===== src/rtl/commit_monitor.sv =====
`default_nettype none
// +----------------------------------------------------------------------------+
// | Module      : commit_monitor                                               |
// | Description : Retire-side PC sequencing checker, CPI counters and          |
// |               end-of-test / memory drain handshake for 1..4 retire lanes.  |
// | Revision    : 1.0 - initial release                                        |
// +----------------------------------------------------------------------------+
module commit_monitor #(
    parameter int unsigned           ADDR_WIDTH     = 32,
    parameter int unsigned           RETIRE_W       = 1,
    parameter int unsigned           CNT_WIDTH      = 32,
    parameter logic [ADDR_WIDTH-1:0] RESET_PC       = '0,
    parameter logic [ADDR_WIDTH-1:0] END_PC         = ADDR_WIDTH'(88),
    parameter int unsigned           TIMEOUT_CYCLES = 100000,
    parameter int unsigned           DRAIN_TIMEOUT  = 1024
) (
    input  logic                           clk_i,
    input  logic                           rst_i,
    input  logic [RETIRE_W-1:0]            commit_valid_i,
    input  logic [RETIRE_W*ADDR_WIDTH-1:0] commit_pc_i,
    input  logic [RETIRE_W*ADDR_WIDTH-1:0] commit_next_pc_i,
    input  logic                           mem_done_i,
    output logic                           finish_o,
    output logic [CNT_WIDTH-1:0]           cycle_count_o,
    output logic [CNT_WIDTH-1:0]           instr_count_o,
    output logic [ADDR_WIDTH-1:0]          last_pc_o,
    output logic                           seq_error_o,
    output logic [ADDR_WIDTH-1:0]          seq_error_pc_o,
    output logic                           timeout_o,
    output logic                           done_o,
    output logic                           pass_o
);

    localparam int unsigned c_LANE_W  = $clog2(RETIRE_W + 1);
    localparam int unsigned c_IDLE_W  = $clog2(TIMEOUT_CYCLES + 1);
    localparam int unsigned c_DRAIN_W = $clog2(DRAIN_TIMEOUT + 1);

    localparam logic [1:0] c_S_RUN   = 2'd0;
    localparam logic [1:0] c_S_DRAIN = 2'd1;
    localparam logic [1:0] c_S_DONE  = 2'd2;
    localparam logic [1:0] c_S_FAIL  = 2'd3;

    logic [1:0]            r_state;
    logic [ADDR_WIDTH-1:0] r_exp_pc;
    logic [ADDR_WIDTH-1:0] r_last_pc;
    logic [CNT_WIDTH-1:0]  r_cycle;
    logic [CNT_WIDTH-1:0]  r_instr;
    logic [c_IDLE_W-1:0]   r_idle;
    logic [c_DRAIN_W-1:0]  r_drain;
    logic                  r_finish;
    logic                  r_seq_error;
    logic [ADDR_WIDTH-1:0] r_seq_error_pc;
    logic                  r_timeout;
    logic                  r_done;

    logic [ADDR_WIDTH-1:0] w_pc      [RETIRE_W];
    logic [ADDR_WIDTH-1:0] w_next_pc [RETIRE_W];

    for (genvar g = 0; g < RETIRE_W; g++) begin : g_lane
        assign w_pc[g]      = commit_pc_i[g*ADDR_WIDTH +: ADDR_WIDTH];
        assign w_next_pc[g] = commit_next_pc_i[g*ADDR_WIDTH +: ADDR_WIDTH];
    end

    logic                  w_any_valid;
    logic                  w_ended;
    logic                  w_gap;
    logic                  w_err;
    logic [ADDR_WIDTH-1:0] w_err_pc;
    logic [c_LANE_W-1:0]   w_acc_cnt;
    logic [ADDR_WIDTH-1:0] w_exp_pc;
    logic [ADDR_WIDTH-1:0] w_last_pc;
    logic                  w_first_found;
    logic [ADDR_WIDTH-1:0] w_first_pc;
    logic [CNT_WIDTH:0]    w_instr_sum;
    logic [CNT_WIDTH-1:0]  w_instr_next;
    logic [CNT_WIDTH-1:0]  w_cycle_next;
    logic [c_IDLE_W-1:0]   w_idle_next;
    logic [c_DRAIN_W-1:0]  w_drain_next;

    assign w_any_valid = |commit_valid_i;

    // Walk lanes in retire order; lanes after a gap or after END_PC are rejected.
    always_comb begin
        w_ended       = 1'b0;
        w_gap         = 1'b0;
        w_err         = 1'b0;
        w_err_pc      = '0;
        w_acc_cnt     = '0;
        w_exp_pc      = r_exp_pc;
        w_last_pc     = r_last_pc;
        w_first_found = 1'b0;
        w_first_pc    = '0;
        for (int k = 0; k < RETIRE_W; k++) begin
            if (commit_valid_i[k]) begin
                if (!w_first_found) begin
                    w_first_pc    = w_pc[k];
                    w_first_found = 1'b1;
                end
                if (w_ended || w_gap) begin
                    if (!w_err) w_err_pc = w_pc[k];
                    w_err = 1'b1;
                end else begin
                    if (w_pc[k] != w_exp_pc) begin
                        if (!w_err) w_err_pc = w_pc[k];
                        w_err = 1'b1;
                    end
                    w_acc_cnt = w_acc_cnt + c_LANE_W'(1);
                    w_last_pc = w_pc[k];
                    w_exp_pc  = w_next_pc[k];
                    if (w_pc[k] == END_PC) w_ended = 1'b1;
                end
            end else begin
                w_gap = 1'b1;
            end
        end
    end

    assign w_instr_sum  = {1'b0, r_instr} + {{(CNT_WIDTH + 1 - c_LANE_W){1'b0}}, w_acc_cnt};
    assign w_instr_next = w_instr_sum[CNT_WIDTH] ? {CNT_WIDTH{1'b1}} : w_instr_sum[CNT_WIDTH-1:0];
    assign w_cycle_next = (&r_cycle) ? r_cycle : r_cycle + CNT_WIDTH'(1);
    assign w_idle_next  = r_idle + c_IDLE_W'(1);
    assign w_drain_next = r_drain + c_DRAIN_W'(1);

    always_ff @(posedge clk_i or posedge rst_i) begin
        if (rst_i) begin
            r_state        <= c_S_RUN;
            r_exp_pc       <= RESET_PC;
            r_last_pc      <= '0;
            r_cycle        <= '0;
            r_instr        <= '0;
            r_idle         <= '0;
            r_drain        <= '0;
            r_finish       <= 1'b0;
            r_seq_error    <= 1'b0;
            r_seq_error_pc <= '0;
            r_timeout      <= 1'b0;
            r_done         <= 1'b0;
        end else begin
            case (r_state)
                c_S_RUN: begin
                    r_cycle   <= w_cycle_next;
                    r_instr   <= w_instr_next;
                    r_exp_pc  <= w_exp_pc;
                    r_last_pc <= w_last_pc;
                    if (w_err && !r_seq_error) r_seq_error_pc <= w_err_pc;
                    if (w_err) r_seq_error <= 1'b1;
                    // A commit in the threshold cycle keeps the watchdog quiet.
                    if (w_ended) begin
                        r_state  <= c_S_DRAIN;
                        r_finish <= 1'b1;
                        r_drain  <= '0;
                    end else if (w_any_valid) begin
                        r_idle <= '0;
                    end else if (w_idle_next >= c_IDLE_W'(TIMEOUT_CYCLES)) begin
                        r_state   <= c_S_FAIL;
                        r_timeout <= 1'b1;
                        r_finish  <= 1'b1;
                        r_done    <= 1'b1;
                    end else begin
                        r_idle <= w_idle_next;
                    end
                end
                c_S_DRAIN: begin
                    if (w_any_valid && !r_seq_error) r_seq_error_pc <= w_first_pc;
                    if (w_any_valid) r_seq_error <= 1'b1;
                    if (mem_done_i) begin
                        r_state <= c_S_DONE;
                        r_done  <= 1'b1;
                    end else if (w_drain_next >= c_DRAIN_W'(DRAIN_TIMEOUT)) begin
                        r_state   <= c_S_FAIL;
                        r_timeout <= 1'b1;
                        r_done    <= 1'b1;
                    end else begin
                        r_drain <= w_drain_next;
                    end
                end
                default: begin
                    r_state <= r_state;
                end
            endcase
        end
    end

    assign finish_o       = r_finish;
    assign cycle_count_o  = r_cycle;
    assign instr_count_o  = r_instr;
    assign last_pc_o      = r_last_pc;
    assign seq_error_o    = r_seq_error;
    assign seq_error_pc_o = r_seq_error_pc;
    assign timeout_o      = r_timeout;
    assign done_o         = r_done;
    assign pass_o         = r_done & ~r_seq_error & ~r_timeout;

endmodule
`default_nettype wire


===== config.mk =====
export PLATFORM = sky130hd
export DESIGN_NAME = commit_monitor
export DESIGN_NICKNAME = d
export VERILOG_FILES = /design/src/rtl/commit_monitor.sv
export SDC_FILE = /design/constraint.sdc
export NUM_CORES = 1
export LEC_CHECK = 0
export CORE_MARGIN = 3
export CORE_UTILIZATION = 45
export DETAILED_ROUTE_END_ITERATION = 8
export GPL_TIMING_DRIVEN = 0
export PLACE_DENSITY = 0.75
export SLEW_MARGIN = 10
export SYNTH_ARGS = -nofsm -noshare
export SYNTH_HDL_FRONTEND = slang
export SYNTH_SLANG_ARGS = --single-unit

===== constraint.sdc =====
create_clock -name clk_i -period 6.05 [get_ports clk_i]
set_input_delay 0.605 -clock clk_i [delete_from_list [all_inputs] [get_ports clk_i]]
set_output_delay 0.605 -clock clk_i [all_outputs]
set_load 0.02 [all_outputs]

* Word-level counts from Yosys, hierarchy flattened
Index checks and enable logic that the tools add are counted.
Storage, ports and cells: bits in registers 194, input bits 68, output and inout port bits 133, logic and storage cells 96
Operators by class: add/subtract/negate cells 4, order comparisons 2, equality and inequality tests 19, multiplexer cells 36, bitwise logic cells 6, reductions and logical operators 17
Operators with widths (count):
- $mux W32 | 6
- $pmux W32 S2 | 1
- $mux W17 | 2
- $add A32 B1 Y33 | 1
- $mux W11 | 3
- $add A32 B1 Y32 const B | 1
- $eq A32 B7 Y1 const B | 1
- $ne A32 B32 Y1 | 1
- $reduce_and A32 Y1 | 1
- $ne A2 B2 Y1 const B | 12
- $pmux W11 S2 | 1
- $add A17 B1 Y17 const B | 1
- $ge A17 B17 Y1 const B | 1
- $mux W1 | 14
- $reduce_and A3 Y1 | 4
- $add A11 B1 Y11 const B | 1
- $ge A11 B11 Y1 const B | 1
- $mux W2 | 5
- $ne A3 B3 Y1 const B | 3
- $reduce_and A4 Y1 | 2
- $pmux W1 S2 | 3
- $reduce_and A6 Y1 | 1
- $reduce_and A5 Y1 | 1
- $not A1 Y1 | 4
- other kinds (9) | 13

* Longest topological paths before layout
word-level depth 6, gate-level depth with buffers 10, gate-level depth less buffers 8

* Worst setup path before layout
OpenSTA, ideal clock, no wires.
path kind reg2reg, from reg r_cycle[9], in the netlist cycle_count_o[9], to reg r_cycle[1], in the netlist cycle_count_o[1], library setup time 0.128 ns, arrival 2.399 ns, data required time 5.922 ns, path slack 3.523 ns, stages on the path, launching flop included 8, buffers on the path 1, clock period less this slack 2.527 ns, cell sequence dfrtp_1 -> and4_4 -> nand4_4 -> or4_4 -> or3_2 -> buf_2 -> nand2_4 -> mux2_1
On the way: longest elaborated chain between the ends 3
RTL lines:
- from (decl) | line 46 | logic [CNT_WIDTH-1:0] r_cycle;
- from (signal assigned) | line 141 | r_cycle <= w_cycle_next;
- $reduce_and A32 Y1 | line 120 | assign w_cycle_next = (&r_cycle) ? r_cycle : r_cycle + CNT_WIDTH'(1);
- $not A1 Y1 (no source line)
- $reduce_and A2 Y1 (no source line)
Every way passes these cells. A chain may end at the register's enable or synchronous reset.

* Worst setup path in the final report
from in commit_valid_i, to reg r_idle[10]
On the way: longest elaborated chain between the ends 3, elaborated cells between the ends (all ways) 5, those cells by class eq/ne (1); mux (2); bitwise (1); reduce/logical (1)
RTL lines:
- from (decl) | line 19 | input logic [RETIRE_W-1:0] commit_valid_i,
- $mux W1 | line 94 | if (commit_valid_i[k]) begin
- $not A1 Y1 (no source line)
- $reduce_and A3 Y1 (no source line)
- to (signal assigned) | line 160 | r_idle <= w_idle_next;
- to (decl) | line 48 | logic [c_IDLE_W-1:0] r_idle;
Parallel ways exist; a longest one is shown, timed or not.

==> tab_implementation.tex <==
\begin{tabular}{lr}
\hline
Metric & Value \\
\hline
\multicolumn{2}{l}{\textbf{Clock tree}} \\
CTS tree & built \\
Hold buffer count at cts & 0 \\
Cell at the root of the clock tree & clkbuf\_16 \\
Number of cells upsized or downsized after cts & 0 \\
CTS clk-pin slew, worst paths & 60 ps \\
Number of clock sinks & 194 \\
Number of levels in the clock H-tree & 4 \\
Number of buffers added for setup after CTS & 0 \\
Clk\_lat worst skew & 430 ps \\
CTS buffer count & 17 \\
Maximum buffer depth of the clock tree & 2 \\
\multicolumn{2}{l}{\textbf{Detailed routing}} \\
Post-detailed-route count of antenna-violating nets & 0 \\
Via count normalized by instance count & 5.392 \\
DRC violation total after the first TritonRoute iteration & 515 \\
Average wire length per cell after detail routing & 17.31 um \\
Vias after detailed routing & 7446 \\
Routed wire length & 23.90 mm \\
1st-pass router iterations & 5 \\
Detailed-route DRC error count & 0 \\
\multicolumn{2}{l}{\textbf{Logic synthesis}} \\
Share of flip-flops with an asynchronous set or reset & 1.000 \\
Summed instance area of the synthesized netlist & 9273 sq um \\
Synth top area cells & dfrtp\_1 52\%, mux2\_2 7.8\%, xnor2\_1 5.3\% \\
Warnings from Yosys & 0 \\
Number of enable flip-flop cells after synthesis & 0 \\
Synth Net Count & 957 \\
Share of the yosys chip area belonging to registers & 0.5235 \\
Leading area contributor after synthesis & dfrtp\_1 \\
Number of instances in the synthesized netlist & 884 \\
Portion of synthesized cell area occupied by the leading cell type & 0.5235 \\
Post-synth cell types & 55 \\
Mean Syn Cell Area & 10.49 sq um \\
Post-synth top flop & dfrtp\_1 \\
Number of flip-flops and latches in the synthesized netlist & 194 \\
\multicolumn{2}{l}{\textbf{Die}} \\
Initial Utilization & 0.4672 \\
Die outline area & 22360 sq um \\
CORE AREA & 19850 sq um \\
Row Count & 51 \\
I/O pin count & 201 \\
Die width & 149.5 um \\
DIE HEIGHT & 149.5 um \\
\multicolumn{2}{l}{\textbf{Critical path}} \\
Critical path capture point type & flop \\
Crit start category & input port \\
Arrival time of the worst setup path & 3700 ps \\
Cell with the most instances on the worst path & clkbuf\_1 \\
Setup CP Type & in2reg \\
Critical path data required time & 6330 ps \\
Buf+Inv Stages, Crit Path & 5 \\
Worst path max stage delay & 510 ps \\
Largest driver fanout on the critical path & 10 \\
CP Cell Sequence & clkdlybuf4s50\_1 > clkbuf\_1 > nor4b\_1 > nand4\_1 > nor3\_1 > nand2b\_1 > clkbuf\_1 > or2\_1 > buf\_2 > buf\_6 > o221ai\_1 \\
Critical-path cell with the highest stage delay & nor3\_1 \\
Category of cells accounting for the largest share of critical-path delay & buffers and inverters \\
\multicolumn{2}{l}{\textbf{Placement}} \\
GP Congestion & 0.8871 \\
HPWL after DPL & 17.73 mm \\
Post-placement cell area & 11650 sq um \\
I/O Buffers & 200 \\
\multicolumn{2}{l}{\textbf{Power}} \\
Power density cells & 212.3 nW/um\^{}2 \\
Share of power burned in the clock network & 0.454 \\
Static leakage & 5.456 nW \\
Share of total power in combinational logic & 0.047 \\
Overall power of the completed layout & 2.603 mW \\
Switching power of the nets & 577.0 uW \\
Max VDD drop & 0.1729 mV \\
Register share of total power & 0.499 \\
Share of total power consumed by net switching & 0.2217 \\
Internal power & 2.026 mW \\
\multicolumn{2}{l}{\textbf{STA}} \\
Number of max-slew violations in the final report & 0 \\
Highest achievable clock rate & 292.3 MHz \\
Slew at the pin closest to its max-slew limit & 1019 ps \\
Post-Route Skew & 13.37 ps \\
Final number of hold-violating endpoints & 0 \\
Total setup violations reported at the end of the flow & 0 \\
Relative slew margins & 0.3202 \\
Final cycle utilization of the critical path & 0.5654 \\
Fin crit period & 3421 ps \\
Setup repair after global routing missed its margin & false \\
\multicolumn{2}{l}{\textbf{Job}} \\
\# Max-Cap Violations & 0 \\
\multicolumn{2}{l}{\textbf{Layout}} \\
Fraction of layout instances using a drive strength above 1 & 0.1057 \\
Count of nets after finishing & 1177 \\
Summed area of non-filler cells in the final layout & 12260 sq um \\
Area added between synthesis and finish & 32.20\% \\
Ant. Diodes & 0 \\
Number of inserted filler cells in the final layout & 1668 \\
\multicolumn{2}{l}{\textbf{Global route}} \\
First-pass GRT wire length & 38.98 mm \\
Vias in the first global route & 7493 \\
Initial antenna violation count & 0 \\
Combined global-route utilization of all metal layers & 0.2197 \\
Global route total overflow & 0 \\
Pin count of the biggest net entering global routing & 99 \\
\multicolumn{2}{l}{\textbf{Hold path}} \\
Class of the worst hold path & reg2reg \\
\multicolumn{2}{l}{\textbf{Run status}} \\
Outcome & completed \\
\hline
\end{tabular}
-- final timing paths --
check,from,end,slack (ps),cells past startpoint
max,commit_valid_i,r_idle[10],2630,11
max in group asynchronous,rst_i,instr_count_o[28],4480,3
max reg2reg,r_exp_pc[29],seq_error_pc_o[11],3110,7
min,finish_o,finish_o,470,1
min reg2reg,finish_o,finish_o,470,1
min in group asynchronous,rst_i,r_exp_pc[5],670,2
-- sequential cells by signal, indices dropped and copies added (netlist names) --
register and count:
cycle_count_o 32, instr_count_o 32, last_pc_o 32, r_exp_pc 32
seq_error_pc_o 32, r_idle 17, r_drain 11, r_state 2
done_o 1, finish_o 1, seq_error_o 1, timeout_o 1
-- metal layers --
| layer | routed length [um] | part of all wire | global-route usage | vias to the layer above |
|---|---|---|---|---|
| li1 | - | - | - | 3555 |
| met1 | 10110 | 0.42 | 0.2871 | 3610 |
| met2 | 11370 | 0.48 | 0.3514 | 246 |
| met3 | 1881 | 0.079 | 0.07359 | 35 |
| met4 | 539 | 0.023 | 0.06224 | 0 |
| met5 | 0 | 0 | 0 | - |
-- power by group through the flow --
stage	Sequential (mW)	Clock (mW)	Combinational (mW)
finish	1.30	1.18	0.122
CTS	1.30	1.21	0.125
global placement	1.33	0	0.120
global route	1.30	1.27	0.134
detailed placement	1.33	0	0.124
floorplan	1.33	0	0.0458
-- layout by cell type (no fill, tap or decap), types with 5 or more instances in the layout --
master and count:
inv_1 47, and3_1 22, nand2b_1 7, nand3b_1 10, nand4_1 26, clkdlybuf4s50_1 200
nor2_1 39, ha_1 5, o211ai_1 13, o21ai_0 32, inv_6 5, o31ai_1 32
nand3_1 47, mux2_2 64, clkbuf_1 30, xnor2_1 56, nor3_1 11, nor4_1 11
nand2_1 104, dfrtp_1 194, and4_1 8, xor2_1 34, clkbuf_16 17, a21oi_1 9
or3_1 19, buf_2 10
-- layout make-up --
cell class / count / area, sq um / area share
multi-input cells: 602 / 4074 / 0.3323
clock buffers: 20 / 446.7 / 0.03644
inverters: 49 / 191.4 / 0.01562
clock inverters: 11 / 163.9 / 0.01337
repair buffers: 201 / 2029 / 0.1656
plain buffers: 39 / 166.4 / 0.01358
flip-flops and latches: 194 / 4855 / 0.3960
well taps: 265 / 331.6 / 0.02705
-- kinds of logic (layout without fill, tap and decap cells) --
group | Yosys count | count (layout) | synth area share
muxes | 67 | 67 | 0.08110
buffers and inverters | 88 | 320 | 0.03778
DFF | 194 | 194 | 0.5235
xor gates and xnor gates | 90 | 90 | 0.08501
and+or+nand+nor | 327 | 327 | 0.1835
adders and majority gates | 5 | 5 | 0.006747
AOI/OAI and AO/OA | 113 | 113 | 0.08231
-- synth_stat cells (3+ instances only) --
library cell,count
ha_1,5
xnor2_1,56
and2_1,3
inv_1,48
nor4_1,12
nand2_1,104
buf_2,10
mux2_2,64
nand3_1,47
nand2b_1,7
nor2_1,39
o211ai_1,13
o221ai_1,3
or4_1,3
a21oi_1,9
nor3_1,11
nand3b_1,10
nand4_1,26
a22oi_1,3
xor2_1,34
or3_1,19
and4_1,8
o21ai_0,32
o31ai_1,32
a31oi_1,4
and3_1,22
clkbuf_1,28
dfrtp_1,194
nor3b_1,4
-- stage by stage --
step	cells	TNS, ps	setup slack, ps	hold WS, ps	utilization
2_1_floorplan	884	0	161.1	496.4	-
3_3_place_gp	1349	-482560	-2501	449.3	0.5848
3_5_place_dp	1350	0	2289	465.7	0.5869
4_1_cts	1381	0	2735	482.8	0.6177
5_1_grt	1381	0	2467	500.6	0.6177
6_report	1381	0	2629	474.9	0.6177
Note: power is estimated with default switching activity, not from simulation.
